$ cat config.mk
export PLATFORM = sky130hd
export DESIGN_NAME = alu_ctrl_fsm
export DESIGN_NICKNAME = d
export VERILOG_FILES = /design/src/rtl/alu_ctrl_fsm.sv
export SDC_FILE = /design/constraint.sdc
export NUM_CORES = 1
export LEC_CHECK = 0
export BUFFER_PORTS_ARGS = -buffer_cell sky130_fd_sc_hd__buf_2
export CAP_MARGIN = 5
export CORE_ASPECT_RATIO = 0.8
export CORE_MARGIN = 4
export CORE_UTILIZATION = 45
export DETAILED_ROUTE_END_ITERATION = 10
export PLACE_DENSITY = 0.78
export SLEW_MARGIN = 40
export SYNTH_ARGS = -nofsm -noshare
export SYNTH_HDL_FRONTEND = slang
export SYNTH_SLANG_ARGS = --single-unit
$ cat constraint.sdc
create_clock -name clk -period 4.35 [get_ports clk]
set_input_delay 1.305 -clock clk [delete_from_list [all_inputs] [get_ports clk]]
set_output_delay 1.305 -clock clk [all_outputs]
set_load 0.005 [all_outputs]
$ cat src/rtl/alu_ctrl_fsm.sv
// Multi-cycle RV32I control FSM: sequences fetch/decode/exec/mem/wb
// and drives ALU operand/op selects plus PC, IR, RF and dmem enables.
module alu_ctrl_fsm #(
    parameter int unsigned TIMEOUT = 255
) (
    input  logic        clk,
    input  logic        rst,
    input  logic [31:0] instr,
    input  logic [2:0]  zero,
    input  logic        mem_ready,
    output logic        imem_re,
    output logic        ir_we,
    output logic        pc_we,
    output logic [1:0]  pc_src,
    output logic        aluout_we,
    output logic [1:0]  ALUSrc1,
    output logic [1:0]  ALUSrc2,
    output logic [2:0]  ALUOP,
    output logic        sp_sign,
    output logic        uors,
    output logic        dmem_re,
    output logic        dmem_we,
    output logic        rf_we,
    output logic        wb_sel,
    output logic        err,
    output logic [2:0]  state_o
);

    typedef enum logic [2:0] {
        S_FETCH  = 3'd0,
        S_DECODE = 3'd1,
        S_EXEC   = 3'd2,
        S_MEM    = 3'd3,
        S_WB     = 3'd4,
        S_TRAP   = 3'd7
    } state_e;

    state_e      state_q, state_d;
    logic [7:0]  cnt_q, cnt_d;
    logic        err_q, err_d;

    logic [6:0]  opc;
    logic [2:0]  f3;
    logic        is_r, is_i, is_ld, is_st, is_br;
    logic        is_jal, is_jalr, is_lui, is_auipc;
    logic        legal;
    logic [8:0]  cnt_inc;
    logic        tmo;
    logic        lt, eq, taken;
    logic        unused_bits;

    assign opc      = instr[6:0];
    assign f3       = instr[14:12];
    assign is_r     = (opc == 7'b0110011);
    assign is_i     = (opc == 7'b0010011);
    assign is_ld    = (opc == 7'b0000011);
    assign is_st    = (opc == 7'b0100011);
    assign is_br    = (opc == 7'b1100011);
    assign is_jal   = (opc == 7'b1101111);
    assign is_jalr  = (opc == 7'b1100111);
    assign is_lui   = (opc == 7'b0110111);
    assign is_auipc = (opc == 7'b0010111);
    assign legal    = is_r | is_i | is_ld | is_st | is_br
                    | is_jal | is_jalr | is_lui | is_auipc;

    assign unused_bits = ^{instr[31], instr[29:15], instr[11:7], zero[0]};

    assign cnt_inc = {1'b0, cnt_q} + 9'd1;
    assign tmo     = (cnt_inc == 9'(TIMEOUT));

    // zero is {lt, eq, gt}; funct3[0] inverts the base condition
    assign lt    = zero[2];
    assign eq    = zero[1];
    assign taken = (f3[2] ? lt : eq) ^ f3[0];

    always_ff @(posedge clk or posedge rst) begin
        if (rst) begin
            state_q <= S_FETCH;
            cnt_q   <= '0;
            err_q   <= 1'b0;
        end else begin
            state_q <= state_d;
            cnt_q   <= cnt_d;
            err_q   <= err_d;
        end
    end

    always_comb begin
        state_d   = state_q;
        imem_re   = 1'b0;
        ir_we     = 1'b0;
        pc_we     = 1'b0;
        pc_src    = 2'b00;
        aluout_we = 1'b0;
        ALUSrc1   = 2'b00;
        ALUSrc2   = 2'b00;
        ALUOP     = 3'b000;
        sp_sign   = 1'b0;
        uors      = 1'b0;
        dmem_re   = 1'b0;
        dmem_we   = 1'b0;
        rf_we     = 1'b0;
        wb_sel    = 1'b0;
        // enables are forced low for as long as reset is held
        if (!rst) begin
            unique case (state_q)
                S_FETCH: begin
                    imem_re = 1'b1;
                    if (mem_ready) begin
                        ir_we   = 1'b1;
                        state_d = S_DECODE;
                    end else if (tmo) begin
                        state_d = S_TRAP;
                    end
                end
                S_DECODE: state_d = legal ? S_EXEC : S_TRAP;
                S_EXEC: begin
                    aluout_we = 1'b1;
                    pc_we     = 1'b1;
                    state_d   = S_WB;
                    unique case (1'b1)
                        is_r: begin
                            ALUOP   = f3;
                            sp_sign = instr[30] & (f3 == 3'b000 || f3 == 3'b101);
                        end
                        is_i: begin
                            ALUSrc1 = 2'b01;
                            ALUOP   = f3;
                            sp_sign = instr[30] & (f3 == 3'b101);
                        end
                        is_ld, is_st: begin
                            ALUSrc1 = 2'b01;
                            state_d = S_MEM;
                        end
                        is_br: begin
                            sp_sign = 1'b1;
                            uors    = f3[1];
                            pc_src  = taken ? 2'b01 : 2'b00;
                            state_d = S_FETCH;
                        end
                        is_jal, is_jalr: begin
                            ALUSrc2 = 2'b01;
                            ALUSrc1 = 2'b10;
                            pc_src  = is_jal ? 2'b01 : 2'b10;
                        end
                        is_lui: begin
                            ALUSrc2 = 2'b10;
                            ALUSrc1 = 2'b01;
                        end
                        is_auipc: begin
                            ALUSrc2 = 2'b01;
                            ALUSrc1 = 2'b01;
                        end
                        default: state_d = S_TRAP;
                    endcase
                end
                S_MEM: begin
                    dmem_re = is_ld;
                    dmem_we = is_st;
                    if (mem_ready) begin
                        state_d = is_ld ? S_WB : S_FETCH;
                    end else if (tmo) begin
                        state_d = S_TRAP;
                    end
                end
                S_WB: begin
                    rf_we   = 1'b1;
                    wb_sel  = is_ld;
                    state_d = S_FETCH;
                end
                S_TRAP:  state_d = S_TRAP;
                default: state_d = S_TRAP;
            endcase
        end
    end

    always_comb begin
        cnt_d = cnt_q;
        if (state_d != state_q) begin
            cnt_d = '0;
        end else if ((state_q == S_FETCH || state_q == S_MEM) && !mem_ready) begin
            cnt_d = cnt_inc[7:0];
        end
    end

    assign err_d   = err_q | (state_d == S_TRAP);
    assign err     = err_q;
    assign state_o = state_q;

endmodule

==> summary.txt, run 1 <==
Status
  • Status: finished, final reports clean

Logic synthesis
  • Cell variety after synth: 55
  • Synthesized cell area: 1280 um2
  • Synth Flop Type: dfrtp_1
  • EDFF count, synth: 0
  • Synth cell count leaders: 12 x dfrtp_1, 10 x nand2_1, 10 x nor2_1
  • Post-synth top area share: between 20% and 30%
  • Register area share after synthesis: between 20% and 30%
  • Post-synth ARST share: 100%
  • FF+latch count, synth: 12
  • Synth Instances: about 150
  • Yosys warning total: 0
  • Cell taking the most area after synthesis: dfrtp_1
  • Mean Syn Cell Area: roughly 8.5 um2
  • Top cells by area, synth: dfrtp_1 23%, nor4_2 7.8%, xor2_1 5.5%, and2_1 2.9%, nand2_1 2.9%
  • Syn_nets: about 190
  • Most common cell in the netlist: dfrtp_1

STA
  • Slew HR: roughly 58%
  • Final setup TNS: 0 ns
  • Slew Viols, Final: 0
  • Fmax: between 0.2 and 0.25 GHz
  • Crit path time final: 4.16 ns
  • Final clock skew: 0.0145 ns
  • Final Hold Vio Count: 0
  • Final setup vio count: 0
  • Hold slack: between 0.4 and 0.5 ns
  • Worst Max-Slew Pin Slew: 0.621 ns
  • Final worst path period share: between 90% and 100%
  • Unrepaired setup endpoints after global routing: no

Die
  • Core Region: 2740 um2
  • Die Width: just under 70 um
  • Ports: 61
  • Die footprint: 3780 um2
  • Initial core utilization: between 40% and 50%
  • Rows: 17
  • Die Y: 55.8 um

Clocking
  • CTS resizes: 0
  • TritonCTS buffer count: 3
  • Clock buffer depth: 2
  • Clk Latency, worst-skew pair: 0.29 ns
  • CTS tree: built
  • Clk pin slew, worst setup/hold paths: 0.07 ns
  • CTS Sinks: 12
  • Postcts setup bufs: 0
  • CTS H-tree depth: 1
  • Root Buffer: clkbuf_4
  • Post-CTS Hold Buffers: 0

Routing
  • Initial drt markers: roughly 90
  • Routed WL per cell: around 15 um
  • DRC Markers: 0
  • Pre-antenna DRT Iters: 4
  • Detailed Route WL: about 3.3 mm
  • Vias: 1310
  • Remaining antenna violation count: 0
  • Vias/cell: between 5 and 6

Finish
  • Layout cells sized above 1: around a third
  • Nets@finish: around 230
  • Util after Layout: a little under three fifths
  • # diodes: 0
  • Area Overhead vs Synth: 18.0%

Global route
  • Gr usage total: 18.3%
  • First-pass GRT wire length: between 5 and 6 mm
  • Number of antenna violations at the first check in global routing: 0
  • Vias in the first global route: between 1000 and 1500
  • GRT overflow: 0
  • Largest net degree at the start of global routing: 17

Pwr
  • Max VDD drop: 0.212 mV
  • Leakage power: about 0.65 nW
  • Pwr dens: 349 nW/um2

Critical path
  • CP cell instances: buf_2 -> or3_1 -> or3_1 -> or2_1 -> nor2_1 -> and2_1 -> buf_2
  • Crit Path Category: primary input to output port
  • WP data arrival: about 2.9 ns
  • Crit path required time: slightly above 3 ns
  • Crit path max fanout: 9
  • Largest stage delay on the critical path: between 0.3 and 0.4 ns
  • Slowest cell on the critical path: or3_1
  • CP endpoint kind: output port
  • Critical Path Source Type: primary input

Placement
  • Gpl congestion: ~0.86
  • Post-DP HPWL: ~2.6 mm
  • Port bufs: 38

Flow run
  • Max_cap viols: 0

Min path
  • Hold Path Class: register to register
[worst max-delay path, delay by kind of cell]
family	cells	cell delay (ns)
AND/OR/NAND/NOR	5	1.28
buffers and inverters	2	0.26
[final timing paths]
kind / depth (start not counted) / slack [ns] / endpoint / from
worst max register to register: 7 / 1.96 / cnt_q[1] / state_o[0]
worst min-delay path: 1 / 0.49 / err / err
min in group asynchronous: 3 / 1.09 / cnt_q[2] / rst
worst min register to register: 1 / 0.49 / err / err
max in group asynchronous: 3 / 3.07 / err / rst
worst max-delay path: 7 / 0.19 / ALUOP[0] / rst
[registers in the layout, indices dropped and copies added, names as in the netlist]
signal and flops:
state_o 3, cnt_q 8, err 1
[cells in the final DEF (no fill, tap or decap), drive strengths merged, types with 2 or more instances in the layout]
master  instances
ha              2
and3            3
nor4           14
nor2           10
o21ai           6
or2             2
mux2i           3
and2            6
clkbuf          4
nor3            6
or3             3
nand2          10
a211oi          2
nand2b          3
a31oi           4
nand4           5
and4            2
dfrtp          12
a21oi           8
xor2            8
nand3           7
o31ai           2
nand3b          2
inv             6
xnor2           2
buf            40
[per-layer routing]
metal  track usage, %  up-vias  routed length [um]
li1                 -      640                   -
met1             27.3      622                1490
met2             27.0       45                1570
met3             4.04        3                 214
met4             3.18        0                  16
met5                0        -                   0
[final cells by class]
type | instances | area, um2
tap | 38 | 47.5
clock buffer | 4 | 36.3
fill | 253 | 1230
inverter | 6 | 22.5
sequential | 12 | 300
multi-input combinational | 124 | 905
timing repair buffer | 40 | 205
[cells by family after synthesis]
group                    after synthesis  synth area share, %
flip-flops                            12                 23.4
multiplexers                           3                 2.34
buffers and inverters                 16                 6.23
AND/OR/NAND/NOR                       78                 40.7
adder cells (fa/ha/maj)                2                 1.95
XOR/XNOR                              10                 6.82
AO/OA/AOI/OAI                         31                 18.6
[metrics by stage]
step | worst slack, ns | total power (W) | std cells | cell area (um2)
after detailed placement | 0.201 | 0.000433 | 220 | 1480
after global routing | 0.0881 | 0.000568 | 224 | 1520
after floorplan | 0.394 | 0.000368 | 152 | 1280
after global placement | 0.233 | 0.000427 | 220 | 1480
after CTS | 0.197 | 0.000528 | 224 | 1520
final | 0.192 | 0.000529 | 224 | 1520
[power breakdown]
group	internal, W	switching [W]
Clock	0.0000510	0.0000423
Combinational	0.000104	0.000143
Sequential	0.000130	0.0000596
Total	0.000284	0.000245
(Power assumes the default switching activity.)
==> run 2, diff against run 1 <==
BUFFER_PORTS_ARGS = -buffer_cell sky130_fd_sc_hd__clkbuf_2   (was -buffer_cell sky130_fd_sc_hd__buf_2)
CORE_ASPECT_RATIO = 1.1   (was 0.8)
==> run 2 against run 1 <==
Core utilization up 0.14 points. Critical path type unchanged. Fmax rose by 1.2%. Total power is 1.2% lower.
==> summary.txt, run 2 (synthesis results as in run 1) <==
Status
  • Status: finished, final reports clean

Pwr
  • Sw power: around 0.00024 W
  • Comb power frac: 47.1%
  • Clk network pwr share: roughly 17%
  • Max VDD drop: approximately 0.27 mV
  • Seq pwr share: 36.1%
  • Pwr dens: around 340 nW/um2
  • Sw frac: a little under half
  • Leakage power: between 0.6 and 0.7 nW
  • Internal power: between 0.0002 and 0.0003 W

Critical path
  • Slowest cell on the critical path: or3_1
  • Family with the most delay on the worst path: simple AND/OR/NAND/NOR gates
  • CP endpoint kind: output port
  • Worst reg2reg path depth: 7
  • CP cell instances: clkbuf_2 -> or3_1 -> or3_1 -> or2_1 -> nor2_1 -> and2_1 -> clkbuf_2
  • Crit path max fanout: 4
  • Crit path required time: about 3 ns
  • Buffers & Inverters on Critical Path: 2
  • Largest stage delay on the critical path: around 0.4 ns
  • Worst r2r src: state_o[0]
  • R2R Path End: cnt_q[6]
  • WP data arrival: 2.80 ns
  • FF-to-FF setup slack: around 1.9 ns
  • Critical Path Source Type: primary input
  • Crit Path Category: primary input to output port

Min path
  • Hold Startpoint: err
  • Hold depth: 1
  • Hold Path Sink: err
  • Hold Path Class: register to register

STA
  • Hold slack: between 0.4 and 0.5 ns
  • Final setup vio count: 0
  • Final Hold Vio Count: 0
  • Fmax: 0.243 GHz
  • Final worst path period share: 94.5%
  • Slew HR: about three fifths
  • Final setup TNS: 0 ns
  • Final clock skew: about 0.006 ns
  • Unrepaired setup endpoints after global routing: no
  • Worst Max-Slew Pin Slew: ~0.6 ns
  • Slew Viols, Final: 0
  • Crit path time final: 4.11 ns

Finish
  • Nets@finish: roughly 230
  • Commonest non-fill, non-tap cell in the layout: clkbuf_2
  • Most flop-heavy register: cnt_q
  • # diodes: 0
  • Layout cells sized above 1: between 30% and 40%
  • Largest register FFs: 8
  • Area Overhead vs Synth: 18.7%
  • Commonest cells after routing, fill and taps aside: 38 x clkbuf_2, 12 x dfrtp_1, 10 x nand2_1, 10 x nor2_1
  • Fillers: approximately 250

Die
  • Rows: 20
  • Die Y: 64.0 um
  • Initial core utilization: 46.7%
  • Die footprint: around 3800 um2
  • Core Region: between 2000 and 3000 um2
  • Ports: slightly above 60
  • Die Width: just under 60 um

Global route
  • GR met2 Demand/Resource: between 30% and 40%
  • Vias in the first global route: roughly 1200
  • GRT overflow: 0
  • Gr usage total: 16.8%
  • First-pass GRT wire length: between 5 and 6 mm
  • Met3 Use GR: 2.42%
  • Number of antenna violations at the first check in global routing: 0
  • Most used routing layer in global routing: met2
  • M1 GR Usage: between 10% and 20%
  • Largest net degree at the start of global routing: 17

Clocking
  • CTS H-tree depth: 1
  • Clk Latency, worst-skew pair: about 0.27 ns
  • CTS Sinks: 12
  • TritonCTS buffer count: 3
  • CTS tree: built
  • Root Buffer: clkbuf_4
  • Post-CTS Hold Buffers: 0
  • Postcts setup bufs: 0
  • Clk pin slew, worst setup/hold paths: 0.07 ns
  • Clock buffer depth: 2
  • CTS resizes: 0

Placement
  • Post-DP HPWL: between 2 and 2.5 mm
  • Port bufs: 38
  • Gpl congestion: 0.864

Routing
  • Routed WL per cell: about 14 um
  • Vias/cell: about 6.0
  • Detailed Route WL: 3.19 mm
  • DRC Markers: 0
  • Remaining antenna violation count: 0
  • Initial drt markers: slightly below 90
  • Vias: between 1000 and 1500
  • Pre-antenna DRT Iters: 4

Flow run
  • Max_cap viols: 0
## run 2: cell types whose count changed in the layout (fill, tap and decap cells not counted)
cell	delta
clkbuf_2	+38
buf_2	-38
buf_4	+2
## run 2: power groups by stage
| stage | Sequential [W] | Combinational [W] | Clock [W] |
|---|---|---|---|
| 2_1_floorplan | 0.000152 | 0.000217 | 0 |
| 3_3_place_gp | 0.000189 | 0.000239 | 0 |
| 3_5_place_dp | 0.000192 | 0.000245 | 0 |
| 4_1_cts | 0.000189 | 0.000247 | 0.0000906 |
| 5_1_grt | 0.000195 | 0.000273 | 0.0000992 |
| 6_report | 0.000189 | 0.000246 | 0.0000878 |
## run 2: cell type report
cell class,instances,area [um2],share of cell area (%)
Clock buffer,4,36.3,2.38
Inverter,6,22.5,1.48
Multi-Input combinational cell,124,905,59.3
Sequential cell,12,300,19.7
Tap cell,33,41.3,2.71
Timing Repair Buffer,42,220,14.4
## run 2: worst max path at each step
| stage | startpoint | to | slack [ns] | cells past startpoint |
|---|---|---|---|---|
| final | rst | ALUOP[0] | 0.24 | 7 |
| after global routing | rst | ALUOP[0] | 0.15 | 7 |
| after detailed placement | rst | ALUOP[0] | 0.25 | 7 |
| after floorplan | rst | ALUOP[0] | 0.39 | 6 |
| after CTS | rst | ALUOP[0] | 0.25 | 7 |
| after global placement | instr[2] | wb_sel | 0.29 | 7 |
## run 2: layer usage
metal  share of wire, %  vias to the layer above
met5                  0                        -
met4               0.88                        0
met3                6.4                        4
met2                 51                       41
met1                 42                      634
li1                   -                      640
## run 2: per-stage QoR
stage	utilization, %	total power, W	setup slack, ns	instance area, um2	cells
after floorplan	-	0.000368	0.394	1280	152
after global placement	54.1	0.000428	0.287	1490	217
after detailed placement	54.1	0.000437	0.252	1490	217
after CTS	55.4	0.000527	0.252	1530	221
after global routing	55.4	0.000567	0.146	1530	221
final	55.4	0.000523	0.241	1530	221
